==> src/rtl/mod_down_counter.sv <==
// Loadable modulo-MOD down-counter / interval timer with free-run wrap and
// one-shot expiry; the terminal step also serves as the borrow of a counter chain.
module mod_down_counter #(
    parameter int WIDTH = 4,
    parameter int MOD   = 11
) (
    input  logic             clk,
    input  logic             rst,
    input  logic             lde,
    input  logic [WIDTH-1:0] ld,
    input  logic             en,
    input  logic             oneshot,
    output logic [WIDTH-1:0] Q,
    output logic             tc,
    output logic             busy,
    output logic             done
);

    localparam logic [WIDTH-1:0] MAX_CNT = WIDTH'(MOD - 1);
    localparam logic [WIDTH-1:0] ZERO    = {WIDTH{1'b0}};

    typedef enum logic [1:0] {
        ST_IDLE = 2'b00,
        ST_RUN  = 2'b01,
        ST_DONE = 2'b10
    } state_e;

    // A modulus outside 2..2**WIDTH cannot be represented by the count register.
    generate
        if (MOD < 2 || MOD > (2 ** WIDTH)) begin : g_bad_mod
            $error("mod_down_counter: MOD=%0d is outside 2..2**WIDTH (WIDTH=%0d)", MOD, WIDTH);
        end
    endgenerate

    state_e           state_q, state_d;
    logic [WIDTH-1:0] cnt_q,   cnt_d;
    logic             tc_q,    tc_d;
    logic [WIDTH-1:0] ld_clamp_s;

    // Out-of-range load values saturate to the top of the count range.
    always_comb begin
        if (ld > MAX_CNT) begin
            ld_clamp_s = MAX_CNT;
        end else begin
            ld_clamp_s = ld;
        end
    end

    // Next-state logic: load beats the count step; rst is handled in the register.
    always_comb begin
        state_d = state_q;
        cnt_d   = cnt_q;
        tc_d    = 1'b0;
        if (lde) begin
            state_d = ST_RUN;
            cnt_d   = ld_clamp_s;
        end else begin
            case (state_q)
                ST_IDLE: begin
                    cnt_d = ZERO;
                end
                ST_RUN: begin
                    if (en && (cnt_q == ZERO)) begin
                        // Terminal step: oneshot is only consulted here.
                        tc_d = 1'b1;
                        if (oneshot) begin
                            state_d = ST_DONE;
                            cnt_d   = ZERO;
                        end else begin
                            cnt_d   = MAX_CNT;
                        end
                    end else if (en) begin
                        cnt_d = cnt_q - {{(WIDTH-1){1'b0}}, 1'b1};
                    end else begin
                        cnt_d = cnt_q;
                    end
                end
                ST_DONE: begin
                    cnt_d = ZERO;
                end
                default: begin
                    state_d = ST_IDLE;
                    cnt_d   = ZERO;
                end
            endcase
        end
    end

    // State, count and terminal-count registers with synchronous reset.
    always_ff @(posedge clk) begin
        if (rst) begin
            state_q <= ST_IDLE;
            cnt_q   <= ZERO;
            tc_q    <= 1'b0;
        end else begin
            state_q <= state_d;
            cnt_q   <= cnt_d;
            tc_q    <= tc_d;
        end
    end

    assign Q    = cnt_q;
    assign tc   = tc_q;
    assign busy = (state_q == ST_RUN);
    assign done = (state_q == ST_DONE);

endmodule

==> config.mk <==
export PLATFORM = sky130hd
export DESIGN_NAME = mod_down_counter
export DESIGN_NICKNAME = d
export VERILOG_FILES = /design/src/rtl/mod_down_counter.sv
export SDC_FILE = /design/constraint.sdc
export NUM_CORES = 1
export LEC_CHECK = 0
export BUFFER_PORTS_ARGS = -buffer_cell sky130_fd_sc_hd__buf_2
export CAP_MARGIN = 20
export CORE_AREA = 5 5 42 44
export DETAILED_ROUTE_END_ITERATION = 8
export DIE_AREA = 0 0 47 49
export GPL_ROUTABILITY_DRIVEN = 0
export GPL_TIMING_DRIVEN = 0
export PLACE_DENSITY = 0.54
export RECOVER_POWER = 25
export SYNTH_ARGS = -nofsm -noshare
export SYNTH_HDL_FRONTEND = slang
export SYNTH_SLANG_ARGS = --single-unit
==> constraint.sdc <==
create_clock -name clk -period 1.35 [get_ports clk]
set_input_delay 0.27 -clock clk [delete_from_list [all_inputs] [get_ports clk]]
set_output_delay 0.27 -clock clk [all_outputs]
set_load 0.05 [all_outputs]
==> qor.csv, run 1 <==
stage;metric;value;unit
critical_path;CP cell instances;inv_2, ha_4, and4bb_4, mux2i_1, o21bai_1, a211oi_2;
synthesis;Ys Warns;0;
synthesis;flop and latch count out of synthesis;7;
job;Max Cap Viol;0;
sta;Final min period;1.352;ns
sta;fin. max-slew vios;0;
routing;Post-DRT Antenna Nets;0;
critical_path;R2R depth;6;
synthesis;Synth Cell Area;409.1;um^2
routing;Vias/cell;5.012;
synthesis;asr flop ratio synth;0;%
critical_path;cell family with most CP delay;flip-flops;
floorplan;FP Rows;14;
critical_path;WP data required;1.51;ns
floorplan;Core Region;1401;um^2
worst_hold_path;Hold EP;Q[0];
worst_hold_path;Hold Crit Depth;3;
synthesis;syn_nets;56;
clock_network;CTS tree;done;
power_and_ir_drop;Pwr per Cell Area;990.6;nW/um^2
routing;routed vias;411;
critical_path;flop2flop setup slack;-0.002;ns
critical_path;Worst Setup Path Type;reg2reg;
clock_network;Clock Latency Late Sink;0.25;ns
worst_hold_path;hold_sp;ld[0];
synthesis;syn_area_per_cell;8.894;um^2
placed_design;hpwl dp;769.1;um
grt;largest net degree at the start of global routing;9;
synthesis;Top FF cell, synth;dfxtp_1;
clock_network;clk sink count;7;
clock_network;TritonCTS Buffers;3;
synthesis;most common cell in the synthesized netlist;dfxtp_1;
critical_path;reg-to-reg startpoint;Q[1];
sta;RSZ-0062 raised after global routing;true;
sta;Final period util;100.2;%
run_status;failing checks;negative setup slack;
critical_path;Buf+Inv Stages, Crit Path;1;
sta;Worst Max-Slew Pin Slew;0.3057;ns
synthesis;top cells by area, synth;dfxtp_1 34%, nor3_1 4.9%, and4bb_4 4.0%;
sta;f_max;0.7395;GHz
critical_path;CP max-delay cell;dfxtp_4;
power_and_ir_drop;Worst VDD drop;344.3;uV
routing;WL met2;425;um
clock_network;Bufs on Longest Clock Path;2;
grt;vias in the first global route;399;
routing;Routed wire per std cell;12.13;um
routing;met1 WL;468;um
placed_design;PortBufs;14;
routing;metal3 WL;74;um
grt;first-pass GRT wire length;1.649;mm
power_and_ir_drop;cell leakage power;0.2444;nW
floorplan;die width;47;um
synthesis;post-synthesis cell count;46;
sta;final setup fails;1;
synthesis;EDFF count, synth;0;
synthesis;Synth top area share;34.25;%
critical_path;Worst EP arrival;1.51;ns
finish;share of cells above drive strength 1;51.52;%
routing;DRC viols;0;
critical_path;Largest stage delay, worst path;0.34;ns
routing;Post-Route WL;995;um
critical_path;Critical Path Sink Type;flip-flop;
sta;setup tns final;-0.002320;ns
synthesis;library cells used by synthesis;28;
sta;final worst slack;-0.002320;ns
sta;final hold vios;0;
finish;final net count;77;
clock_network;clk root buf;clkbuf_4;
clock_network;Clk pin slew, worst setup/hold paths;0.05;ns
worst_hold_path;Worst Hold Class;in2reg;
synthesis;post-synth top area cell;dfxtp_1;
clock_network;H-tree levels;1;
routing;Top Layer Used;met4;
critical_path;path length in cells of the critical path;6;
grt;GRT overflow;0;
synthesis;Post-synth top cells;7 x dfxtp_1, 4 x inv_1, 4 x nor3_1;
routing;initial DRC count;10;
sta;Final Skew;0.003287;ns
run_status;run status;complete, but fails checks;
floorplan;Chip Height;49;um
critical_path;reg2reg end;Q[1];
routing;drt pass-1 iters;4;
floorplan;Initial Util;29.20;%
critical_path;critical-path maximum fanout;5;
finish;final cell count without fillers;82;
grt;initial antenna violation count;0;
synthesis;register area share after synthesis;34.25;%
floorplan;IO Pins;16;
sta;headroom to the max-slew limit;79.43;%
finish;Synth-to-Final Area Change;40.98;%
placed_design;placed insts;76;
floorplan;Die ar.;2303;um^2
critical_path;CP Launch Type;flip-flop;
finish;n_diodes;0;
grt;GRT Overall Usage;10.05;%
[area by class of cell]
cell class	instances	area, um^2
inverter	4	15.01
buffer	1	5.005
sequential	7	150.1
tap	16	20.02
fill	158	824.5
clock buffer	4	26.28
multi-input combinational	34	270.3
timing repair buffer	16	90.09
[placed cells by master, fill, tap and decap left out, types with 2 or more instances in the layout]
cell,n
inv_2,2
nor3_1,4
a21oi_1,2
clkbuf_4,4
dfxtp_1,3
o21ai_0,2
dfxtp_2,2
inv_1,2
o21bai_1,2
nand2_1,2
buf_2,12
dfxtp_4,2
buf_4,3
a31oi_1,2
[flip-flops by register name, summed over array words and instances (netlist names)]
| register | flops |
|---|---|
| tc | 1 |
| Q | 4 |
| state_q | 2 |
[through the flow]
step | utilization (%) | power, mW | area [um^2] | hold slack, ns | setup WS (ns)
after CTS | 40.80 | 0.5797 | 571.8 | 0.2425 | -0.009268
after floorplan | - | 0.3364 | 434.2 | 0.3493 | -0.01385
after global routing | 41.16 | 0.6054 | 576.8 | 0.2523 | -0.07433
final | 41.16 | 0.5714 | 576.8 | 0.2438 | -0.002320
after detailed placement | 37.41 | 0.3766 | 524.3 | 0.5048 | -0.1073
after global placement | 37.41 | 0.3762 | 524.3 | 0.5044 | -0.08056
[cell families (layout without fill, tap and decap cells)]
group           after synthesis  in the layout  synth area share [%]
compound gates               15             15                 27.22
fa+ha+maj                     1              1                 3.058
flops                         7              7                 34.25
mux                           1              1                 2.447
buf+inv                       5             25                 4.891
simple gates                 17             17                 28.14
[worst reg2reg max path: cells and delay by family, from the launching register on]
| kind | cells | cell delay [ns] |
|---|---|---|
| and+or+nand+nor | 1 | 0.28 |
| muxes | 1 | 0.19 |
| adders and majority gates | 1 | 0.14 |
| buffers and inverters | 1 | 0.06 |
| DFF | 1 | 0.34 |
| AOI/OAI and AO/OA | 2 | 0.27 |
[timing repair]
item / 4_1_cts / 5_1_grt
endpoints found under the setup margin: 2 / 4
gates resized for setup: 2 / 3
buffers inserted: 2 / 0
hold buffers: 0 / 0
pin swaps: 0 / 1
[how the worst max path moves through the flow]
stage | slack (ns) | endpoint | from
after detailed placement | -0.11 | Q[3] | Q[1]
after global placement | -0.08 | Q[3] | Q[1]
after floorplan | -0.01 | Q[3] | Q[1]
final | -0.002 | Q[1] | Q[1]
after CTS | -0.009 | Q[1] | Q[1]
after global routing | -0.07 | Q[1] | Q[1]
[where the power goes]
part	total (mW)	internal, mW	switching (mW)
clock	0.190	0.113	0.0770
sequential	0.225	0.217	0.00849
combinational	0.157	0.0629	0.0936
total	0.571	0.392	0.179
[metal layers]
| metal | vias up | GRT usage [%] |
|---|---|---|
| met5 | - | 0 |
| met4 | 0 | 9.677 |
| met3 | 2 | 2.583 |
| met2 | 14 | 12.67 |
| met1 | 182 | 12.88 |
| li1 | 213 | - |
Power figures use the tool's default switching activity.
==> run 2: changes to the inputs <==
--- a/config.mk
+++ b/config.mk
@@ -8,6 +8,7 @@
 export BUFFER_PORTS_ARGS = -buffer_cell sky130_fd_sc_hd__buf_2
 export CAP_MARGIN = 20
 export CORE_AREA = 5 5 42 44
+export CTS_BUF_LIST = sky130_fd_sc_hd__clkbuf_16
 export DETAILED_ROUTE_END_ITERATION = 8
 export DIE_AREA = 0 0 47 49
 export GPL_ROUTABILITY_DRIVEN = 0
==> qor.csv, run 2 (synthesis gave the netlist of run 1 again) <==
stage;metric;value;unit;change
floorplan;Core Region;1401;um^2;unchanged
routing;Post-DRT Antenna Nets;0;;unchanged
routing;Vias/cell;4.939;;-1.5%
sta;final setup fails;1;;unchanged
grt;first-pass GRT wire length;1.697;mm;+2.9%
power_and_ir_drop;Pwr Total;0.8743;mW;+53%
critical_path;Worst EP arrival;1.49;ns;-0.02 ns
power_and_ir_drop;Pwr per Cell Area;1395;nW/um^2;+41%
finish;max reg flops;4;;unchanged
critical_path;Worst Setup Path Type;reg2reg;;
job;Max Cap Viol;0;;unchanged
sta;RSZ-0062 raised after global routing;true;;
grt;initial antenna violation count;0;;unchanged
critical_path;critical-path maximum fanout;5;;unchanged
critical_path;Critical Path Sink Type;flip-flop;;
placed_design;PortBufs;14;;unchanged
floorplan;Die ar.;2303;um^2;unchanged
sta;fin. max-slew vios;0;;unchanged
sta;headroom to the max-slew limit;79.74;%;+0.30 points
sta;Final min period;1.352;ns;-0.0001757 ns
run_status;run status;complete, but fails checks;;
routing;routed vias;405;;-1.5%
finish;final cell count without fillers;82;;unchanged
sta;f_max;0.7396;GHz;about the same
clock_network;# hold bufs at CTS;0;;unchanged
sta;final worst slack;-0.002144;ns;+0.0001757 ns
floorplan;FP Rows;14;;unchanged
finish;Synth-to-Final Area Change;53.21;%;
floorplan;Chip Height;49;um;unchanged
floorplan;Initial Util;29.20;%;unchanged
floorplan;die width;47;um;unchanged
placed_design;dpl ws;-0.1073;ns;unchanged
placed_design;DP Area;524.3;um^2;unchanged
finish;n_diodes;0;;unchanged
grt;vias in the first global route;409;;+2.5%
critical_path;CP Launch Type;flip-flop;;
placed_design;hpwl dp;769.1;um;unchanged
clock_network;H-tree levels;1;;unchanged
routing;initial DRC count;12;;+2
routing;DRC viols;0;;unchanged
routing;Routed wire per std cell;12.59;um;+3.7%
grt;GRT overflow;0;;unchanged
clock_network;clk root buf;clkbuf_16;;
power_and_ir_drop;cell leakage power;0.2710;nW;+11%
power_and_ir_drop;Worst VDD drop;605.1;uV;+76%
run_status;failing checks;negative setup slack;;
floorplan;IO Pins;16;;unchanged
sta;Final period util;100.2;%;about the same
routing;Post-Route WL;1.032;mm;+3.7%
grt;GRT Overall Usage;10.19;%;+0.14 points
finish;share of cells above drive strength 1;51.52;%;unchanged
critical_path;WP data required;1.49;ns;-0.02 ns
clock_network;CTS tree;done;;
finish;final net count;77;;unchanged
finish;most common cell after layout, fill and taps aside;buf_2;;
routing;drt pass-1 iters;4;;unchanged
finish;final core utilization;44.73;%;+3.6 points
sta;Worst Max-Slew Pin Slew;0.3012;ns;-0.004502 ns
clock_network;TritonCTS Buffers;3;;unchanged
worst_hold_path;Worst Hold Class;in2reg;;
finish;design area;626.9;um^2;+8.7%
sta;final hold vios;0;;unchanged
clock_network;Clk pin slew, worst setup/hold paths;0.04;ns;about the same
grt;largest net degree at the start of global routing;9;;unchanged
sta;Final Skew;0.001909;ns;-0.001377 ns
clock_network;clk sink count;7;;unchanged
clock_network;Clock Latency Late Sink;0.23;ns;-0.02 ns
placed_design;placed insts;76;;unchanged
finish;most frequent cells in the layout;13 x buf_2, 4 x nor3_1, 3 x inv_1, 3 x clkbuf_16, 3 x dfxtp_1;;
clock_network;Bufs on Longest Clock Path;2;;unchanged
critical_path;flop2flop setup slack;-0.002;ns;about the same
==> run 2: cell types whose count changed in the layout (fill, tap and decap cells not counted) <==
cell	delta
inv_1	+1
clkbuf_16	+3
buf_4	-1
clkbuf_4	-3
buf_2	+1
clkbuf_1	-1
==> run 2: worst max-delay path: stages, from the launching register on <==
cell and delay, ns:
dfxtp_4 0.33, inv_2 0.06, ha_4 0.14, and4bb_4 0.28
mux2i_1 0.19, o21bai_1 0.09, a211oi_2 0.18
==> run 2: worst paths after layout <==
kind               from   end  cells after the start
setup / recovery   Q[1]  Q[1]                      6
hold / removal    ld[0]  Q[0]                      3
setup reg to reg   Q[1]  Q[1]                      6
hold reg to reg    Q[2]  Q[2]                      2
==> run 2: what timing repair did <==
item,in CTS,in global routing
pin swaps,0,1
gates resized for setup,2,1
setup buffers,2,0
setup endpoints to repair,2,3
cloned,0,0
endpoints found under the hold margin,0,0
==> run 2: cell type report <==
| cell class | count | area, um^2 |
|---|---|---|
| clock buffer | 3 | 75.07 |
| multi-input combinational | 34 | 270.3 |
| fill | 150 | 774.5 |
| buffer | 1 | 5.005 |
| timing repair buffer | 16 | 87.58 |
| sequential | 7 | 150.1 |
| inverter | 4 | 15.01 |
| clock inverter | 1 | 3.754 |
| tap | 16 | 20.02 |
==> run 2: report_power, final <==
part	leakage [nW]	switching, mW	total [mW]	internal [mW]
combinational	0.169	0.0945	0.157	0.0620
sequential	0.0596	0.00861	0.227	0.218
clock	0.0423	0.107	0.491	0.385
total	0.271	0.210	0.874	0.665
==> run 2: through the flow <==
stage                       TNS, ns  hold slack [ns]
after floorplan            -0.02447           0.3493
after global routing       -0.06994           0.2847
final                     -0.002144           0.2621
after global placement     -0.08646           0.5044
after CTS                 -0.005364           0.2695
after detailed placement    -0.1227           0.5048
==> run 2: layer usage <==
layer | global-route usage, % | vias up | routed length [um]
met1 | 13.32 | 177 | 483
met4 | 8.295 | 0 | 23
met2 | 13.35 | 14 | 451
met3 | 2.583 | 2 | 74
li1 | - | 212 | -
met5 | 0 | - | 0
==> run 3: changes to the inputs <==
--- a/config.mk
+++ b/config.mk
@@ -13,7 +13,7 @@
 export DIE_AREA = 0 0 47 49
 export GPL_ROUTABILITY_DRIVEN = 0
 export GPL_TIMING_DRIVEN = 0
-export PLACE_DENSITY = 0.54
+export PLACE_DENSITY = 0.52
 export RECOVER_POWER = 25
 export SYNTH_ARGS = -nofsm -noshare
 export SYNTH_HDL_FRONTEND = slang
==> constraint.sdc (replaced) <==
create_clock -name clk -period 1.25 [get_ports clk]
set_input_delay 0.25 -clock clk [delete_from_list [all_inputs] [get_ports clk]]
set_output_delay 0.25 -clock clk [all_outputs]
set_load 0.05 [all_outputs]
==> qor.csv, run 3 (synthesis gave the netlist of run 1 again) <==
stage;metric;value;unit;change
critical_path;R2R depth;6;;unchanged
sta;fin. max-slew vios;0;;unchanged
grt;GRT overflow;0;;unchanged
routing;initial DRC count;6;;-6
power_and_ir_drop;cell leakage power;0.3161;nW;+17%
grt;initial antenna violation count;0;;unchanged
finish;most frequent cells in the layout;12 x buf_2, 8 x buf_4, 4 x nor3_1;;
finish;n_diodes;0;;unchanged
routing;Post-DRT Antenna Nets;0;;unchanged
clock_network;Clk pin slew, worst setup/hold paths;0.03;ns;about the same
finish;design area;734.5;um^2;+17%
placed_design;DP Area;529.3;um^2;+0.95%
clock_network;CTS tree;done;;
floorplan;Initial Util;29.20;%;unchanged
sta;Final min period;1.297;ns;-0.05557 ns
routing;DRC viols;0;;unchanged
clock_network;TritonCTS Buffers;3;;unchanged
power_and_ir_drop;Pwr Total;0.9919;mW;+13%
sta;RSZ-0062 raised after global routing;true;;
sta;final setup fails;2;;+1
run_status;failing checks;negative setup slack;;
sta;final worst slack;-0.04657;ns;-0.04443 ns
floorplan;Core Region;1401;um^2;unchanged
clock_network;# hold bufs at CTS;0;;unchanged
critical_path;CP Launch Type;flip-flop;;
clock_network;Clock Latency Late Sink;0.23;ns;about the same
floorplan;die width;47;um;unchanged
power_and_ir_drop;Pwr per Cell Area;1351;nW/um^2;-3.2%
finish;share of cells above drive strength 1;62.50;%;+11 points
critical_path;Worst Setup Path Type;reg2reg;;
worst_hold_path;Hold Crit Depth;3;;unchanged
critical_path;WP data required;1.39;ns;-0.10 ns
finish;most common cell after layout, fill and taps aside;buf_2;;
clock_network;H-tree levels;1;;unchanged
finish;Storage cell area;150.1;um^2;unchanged
run_status;run status;complete, but fails checks;;
grt;GRT Overall Usage;10.20;%;+0.014 points
finish;multi-input combinational cell area;320.3;um^2;+19%
sta;final hold vios;0;;unchanged
placed_design;PortBufs;14;;unchanged
finish;max reg flops;4;;unchanged
power_and_ir_drop;Worst VDD drop;672.7;uV;+11%
grt;largest net degree at the start of global routing;9;;unchanged
floorplan;IO Pins;16;;unchanged
worst_hold_path;Worst Hold Class;in2reg;;
floorplan;Chip Height;49;um;unchanged
job;Max Cap Viol;0;;unchanged
routing;Post-Route WL;1.138;mm;+10%
clock_network;clk sink count;7;;unchanged
floorplan;Die ar.;2303;um^2;unchanged
grt;vias in the first global route;433;;+5.9%
critical_path;Worst EP arrival;1.44;ns;-0.05 ns
routing;routed vias;450;;+11%
sta;Final period util;103.7;%;+3.6 points
finish;Fill cells;137;;-8.7%
sta;Final Skew;0.0002872;ns;-0.001622 ns
sta;headroom to the max-slew limit;82.03;%;+2.3 points
clock_network;clk root buf;clkbuf_16;;
finish;final net count;83;;+7.8%
sta;f_max;0.7713;GHz;+4.3%
sta;Worst Max-Slew Pin Slew;0.2675;ns;-0.03363 ns
placed_design;hpwl dp;768.4;um;about the same
grt;first-pass GRT wire length;1.731;mm;+2.0%
critical_path;critical-path maximum fanout;4;;-1
routing;Routed wire per std cell;12.93;um;+2.8%
sta;setup tns final;-0.05621;ns;-0.05407 ns
floorplan;FP Rows;14;;unchanged
routing;Vias/cell;5.114;;+3.5%
critical_path;Critical Path Sink Type;flip-flop;;
routing;drt pass-1 iters;6;;+2
finish;Synth-to-Final Area Change;79.51;%;
clock_network;Bufs on Longest Clock Path;2;;unchanged
run 3: layer usage:
metal | vias up | global-route usage (%) | share of wire (%)
met1 | 203 | 13.16 | 41
met2 | 19 | 14.48 | 51
met4 | 0 | 5.530 | 1.1
li1 | 226 | - | -
met5 | - | 0 | 0
met3 | 2 | 3.321 | 7.3
run 3: repair_timing:
item	4_1_cts	5_1_grt
pin swaps	4	1
buffers inserted	7	1
gates resized for setup	4	10
setup endpoints to repair	5	8
run 3: per-stage QoR:
step                      hold slack (ns)  instances  setup slack (ns)  utilization, %
after floorplan                    0.3293         46           -0.1139               -
after global placement             0.4853         76           -0.1970           37.77
after detailed placement           0.4836         76           -0.1882           37.77
after CTS                          0.2572         87          -0.05339           47.95
after global routing               0.2892         88           -0.1248           52.41
final                              0.2507         88          -0.04657           52.41
run 3: path summary, 6_finish.rpt:
kind	slack, ns	start	endpoint
hold / removal	0.25	ld[0]	Q[0]
setup / recovery	-0.05	Q[0]	Q[1]
setup reg to reg	-0.05	Q[0]	Q[1]
hold reg to reg	0.64	Q[2]	Q[2]
run 3: critical path, stage by stage, from the launching register on:
cell and delay (ns):
dfxtp_4 0.34, inv_2 0.06, ha_4 0.12, and4bb_4 0.26, mux2i_1 0.18, o21bai_1 0.08
a211oi_2 0.17
run 3: where the power goes:
part / total, mW / leakage (nW) / switching [mW] / internal (mW)
sequential: 0.248 / 0.0596 / 0.0122 / 0.236
combinational: 0.215 / 0.214 / 0.119 / 0.0967
clock: 0.529 / 0.0423 / 0.114 / 0.415
total: 0.992 / 0.316 / 0.245 / 0.747
run 3: cell type report:
type	count	area share (%)
plain buffers	1	0.6814
clock buffers	3	10.22
clock inverters	1	0.5111
inverters	4	2.385
multi-input cells	34	43.61
flip-flops and latches	7	20.44
well taps	16	2.726
repair buffers	22	19.42
